## src/rtl/shift_add_multiplier_pkg.sv

```systemverilog
// Shared definitions for the shift-and-add multiplier: FSM state encoding
// and the default operand width.
package shift_add_multiplier_pkg;

    localparam int DEFAULT_N = 16;

    // Two-bit state encoding; the fourth code is unused and recovers to IDLE.
    typedef enum logic [1:0] {
        ST_IDLE = 2'd0,
        ST_RUN  = 2'd1,
        ST_DONE = 2'd2
    } state_e;

endpackage : shift_add_multiplier_pkg

```

## src/rtl/shift_add_multiplier_adder.sv

```systemverilog
// Combinational N-bit ripple adder with carry in/out. The multiplier uses it
// to add the selected multiplicand into the running partial product.
module N_bit_adder #(
    parameter int N = 16
) (
    input  logic [N-1:0] input1,
    input  logic [N-1:0] input2,
    input  logic         carry_in,
    output logic [N-1:0] answer,
    output logic         carry_out
);

    localparam int W = N + 1;

    logic [N:0] full_sum;

    // Widen both operands by one bit so the carry out is kept, not truncated.
    assign full_sum  = {1'b0, input1} + {1'b0, input2} + W'(carry_in);
    assign answer    = full_sum[N-1:0];
    assign carry_out = full_sum[N];

endmodule : N_bit_adder

```

## src/rtl/shift_add_multiplier.sv

```systemverilog
// Sequential unsigned N x N -> 2N multiplier. One partial product is added
// and shifted per clock; operands and product move over valid/ready
// handshakes. The running product lives in {P,Q}: P is the upper half, Q
// starts as the multiplier and is shifted out one bit per cycle.
module shift_add_multiplier
    import shift_add_multiplier_pkg::*;
#(
    parameter int N = DEFAULT_N
) (
    input  logic           clk,
    input  logic           rst_n,
    input  logic           in_valid,
    output logic           in_ready,
    input  logic [N-1:0]   multiplicand,
    input  logic [N-1:0]   multiplier,
    output logic           out_valid,
    input  logic           out_ready,
    output logic [2*N-1:0] product
);

    localparam int CW = $clog2(N + 1);

    state_e        state_q, state_d;
    logic [N-1:0]  a_q, a_d;
    logic [N-1:0]  p_q, p_d;
    logic [N-1:0]  q_q, q_d;
    logic [CW-1:0] count_q, count_d;

    logic [N-1:0]  addend;
    logic [N-1:0]  sum;
    logic          carry;
    logic [2*N:0]  shifted;

    // The multiplicand is added only when the current multiplier bit is set.
    assign addend = q_q[0] ? a_q : '0;

    N_bit_adder #(.N(N)) u_adder (
        .input1    (p_q),
        .input2    (addend),
        .carry_in  (1'b0),
        .answer    (sum),
        .carry_out (carry)
    );

    // Carry lands in the top bit of P; the low sum bit moves into Q.
    assign shifted = {carry, sum, q_q} >> 1;

    // State and datapath registers, all cleared by the asynchronous reset.
    always_ff @(posedge clk or negedge rst_n) begin
        if (!rst_n) begin
            state_q <= ST_IDLE;
            a_q     <= '0;
            p_q     <= '0;
            q_q     <= '0;
            count_q <= '0;
        end else begin
            // NOTE: non-blocking assignments so every register samples pre-edge values.
            state_q <= state_d;
            a_q     <= a_d;
            p_q     <= p_d;
            q_q     <= q_d;
            count_q <= count_d;
        end
    end

    // Next-state and datapath update: accept, iterate N times, hold until drained.
    always_comb begin
        // NOTE: hold values are assigned first so no path leaves a signal unassigned (no latches).
        state_d = state_q;
        a_d     = a_q;
        p_d     = p_q;
        q_d     = q_q;
        count_d = count_q;
        unique case (state_q)
            ST_IDLE: begin
                if (in_valid) begin
                    a_d     = multiplicand;
                    q_d     = multiplier;
                    p_d     = '0;
                    count_d = '0;
                    state_d = ST_RUN;
                end
            end
            ST_RUN: begin
                p_d     = shifted[2*N-1:N];
                q_d     = shifted[N-1:0];
                count_d = count_q + CW'(1);
                if (count_q == CW'(N - 1)) begin
                    state_d = ST_DONE;
                end
            end
            ST_DONE: begin
                if (out_ready) begin
                    state_d = ST_IDLE;
                end
            end
            default: begin
                state_d = ST_IDLE;
            end
        endcase
    end

    // Handshake flags decode directly from the registered state.
    assign in_ready  = (state_q == ST_IDLE);
    assign out_valid = (state_q == ST_DONE);
    assign product   = {p_q, q_q};

endmodule : shift_add_multiplier
```

## config.mk

```make
export PLATFORM = sky130hd
export DESIGN_NAME = shift_add_multiplier
export DESIGN_NICKNAME = d
export VERILOG_FILES = /design/src/rtl/shift_add_multiplier_pkg.sv /design/src/rtl/shift_add_multiplier_adder.sv /design/src/rtl/shift_add_multiplier.sv
export SDC_FILE = /design/constraint.sdc
export NUM_CORES = 1
export LEC_CHECK = 0
export CORE_ASPECT_RATIO = 1.1
export CORE_MARGIN = 2
export CORE_UTILIZATION = 50
export DETAILED_ROUTE_END_ITERATION = 7
export MAX_ROUTING_LAYER = met4
export PLACE_DENSITY = 0.77
export SLEW_MARGIN = 40
export SYNTH_ARGS = -nofsm -noshare
export SYNTH_HDL_FRONTEND = slang
export SYNTH_HIERARCHICAL = 1
export SYNTH_SLANG_ARGS = --single-unit
export TNS_END_PERCENT = 1
```

## constraint.sdc

```tcl
create_clock -name clk -period 3.24 [get_ports clk]
set_clock_uncertainty 0.15 [all_clocks]
set_input_delay 0.648 -clock clk [delete_from_list [all_inputs] [get_ports clk]]
set_output_delay 0.648 -clock clk [all_outputs]
set_load 0.1 [all_outputs]
```

==> reports/results.ini <==
[sta]
hold_viol = 0
slew_viol_final = 0
maxSlewHeadroom = 0.5159
fin_crit_ns = 2.900
tns_ns = 0
clock.fmax_mhz = 344.8
setup_viol = 0
final.period_utilization = 0.8952
worst_slew_pin_slew_ns = 0.7256
rsz0062_at_grt = no

[clock_network]
cts_resized = 0
holdBufCountCts = 0
clockRootBuffer = clkbuf_8
cts_buffers = 5
insertion_delay_ns = 0.31
cts_setup_buffers = 0
clk_pin_slew_ns = 0.11
cts_htree_levels = 2
cts_tree = built
numClockSinks = 55
cts_buffer_depth = 2

[synth]
synth-edff-count = 0
synth_fp_nets = 377
synth_top_area_share = 0.4356
yosysWarnings = 6
ys_ff_latch = 55
yosys.cell_types.count = 46
async_flop_share = 1.000
syn_area_um2 = 3159
netlist_instances = 322
yosys-top-cells-area = dfrtp_1 (44%), ha_1 (6.7%), nand2_1 (6.4%)
ys.flop_type = dfrtp_1
seq_area_frac_synth = 0.4356
avgSynthCellArea_um2 = 9.811
yosysTopAreaCell = dfrtp_1

[global_route]
grt_max_degree = 36
grt_pass1_vias = 2604
grt.total_usage = 0.2259
antenna_found_initial = 0
grt_pass1_wl_mm = 12.06
grt-ovfl-total = 0

[flow_run]
max-cap-violations = 0

[critical_path]
r2r_cells = 10
setup.worst_path.end_class = register
worstSetupStartpoint = q_q[0]
crit_arrival_ns = 2.93
r2r_setup_slack_ns = 0.34
cp_max_fo = 4
r2r_end = p_q[13]
cp-start-kind = register
worst_ep_required_time_ns = 3.27
path_class = reg -> reg
reg2reg_from = q_q[0]

[die]
num_rows = 30
die_area_um2 = 6971
die_y_um = 87.37
die_w_um = 79.79
start_util = 0.5132
coreArea_um2 = 6156
io-pin-count = 70

[placed_design]
io_buffers = 69
gp_congestion = 0.8769
hpwl_mm = 5.014

[finish]
area_growth_pct = 24.16
layout_common_cells = nand2_1 (54), dfrtp_1 (54), buf_4 (42)
diodes = 0
drive_gt1_frac = 0.1974
fin_nets = 444

[drt]
vias = 2628
wirelength_mm = 7.056
drt.antenna.violating_nets = 0
drc_errors = 0
wl_per_cell_um = 15.01
drtIter0Drc = 107
viasPerCell = 5.591
drt-pass1-iter-count = 4

[status]
status = completed

[min_path]
worstHoldPathType = in -> async

## flip-flops by register name, summed over array words and instances (netlist names)
| name | cells |
|---|---|
| a_q | 16 |
| count_q | 5 |
| p_q | 16 |
| q_q | 16 |
| state_q | 2 |
## layout make-up
cell class	count	area, µm²
Fill cell	541	2233
Multi-Input combinational cell	248	1682
Sequential cell	55	1378
Timing Repair Buffer	77	660.6
Tap cell	80	100.1
Clock buffer	5	68.82
Clock inverter	3	26.28
Inverter	2	7.507
## Yosys cell counts (2+ instances only)
master	instances
buf_2	6
and2_1	16
a31oi_1	2
dfrtp_1	55
a21oi_2	2
nand2b_1	3
inv_1	2
mux2_2	16
a22o_1	2
nor2b_1	5
o21a_1	2
ha_1	17
nand4_1	3
a21o_1	9
xnor2_1	8
a21oi_1	12
nor3_1	2
a22oi_1	16
buf_4	2
nand3_1	4
xor2_1	6
nor2_1	6
nand2_1	54
o21bai_1	2
or2_2	2
fa_1	2
clkbuf_1	7
buf_6	2
o21ai_0	36
o211ai_1	3
and3_1	3
## worst max-delay path, cell delays in order, from the launching register on
cell and delay [ns]:
dfrtp_2 0.41, and2_1 0.15, fa_1 0.43, fa_1 0.41
a21o_1 0.21, a221o_2 0.40, a21oi_2 0.21, a21oi_1 0.11
xor2_1 0.15, nand2_1 0.06, o21ai_0 0.08
## routing by layer
| metal | wire length, µm | global-route usage |
|---|---|---|
| met1 | 3041 | 0.2735 |
| met2 | 3566 | 0.3919 |
| met3 | 353 | 0.03631 |
| met4 | 95 | 0.06317 |
| met5 | 0 | - |
## how the worst max path moves through the flow
stage,to,slack (ns),cells after the start
6_report,p_q[13],0.34,10
5_1_grt,p_q[13],0.21,10
4_1_cts,p_q[13],0.34,10
3_5_place_dp,p_q[13],0.37,10
3_3_place_gp,p_q[13],0.42,10
2_1_floorplan,p_q[13],0.15,9
## through the flow
stage | instances | area, µm² | setup WS (ns) | util | hold slack (ns)
2_1_floorplan | 322 | 3161 | 0.1494 | - | 0.2024
3_3_place_gp | 462 | 3827 | 0.4240 | 0.6217 | 0.3353
3_5_place_dp | 462 | 3827 | 0.3681 | 0.6217 | 0.3391
4_1_cts | 470 | 3923 | 0.3427 | 0.6372 | 0.1768
5_1_grt | 470 | 3923 | 0.2102 | 0.6372 | 0.1972
6_report | 470 | 3923 | 0.3396 | 0.6372 | 0.1685
## logic make-up after synthesis
| kind of cell | synth area share |
|---|---|
| XOR/XNOR | 0.03881 |
| adder cells (fa/ha/maj) | 0.08000 |
| AND/OR/NAND/NOR | 0.1553 |
| AO/OA/AOI/OAI | 0.1968 |
| buffers and inverters | 0.03208 |
| other | 0.001187 |
| multiplexers | 0.06020 |
| flip-flops | 0.4356 |
Power is left out: the tool's default activity adds up to more than one toggle a clock period on the data nets, which glitch-free logic cannot reach.
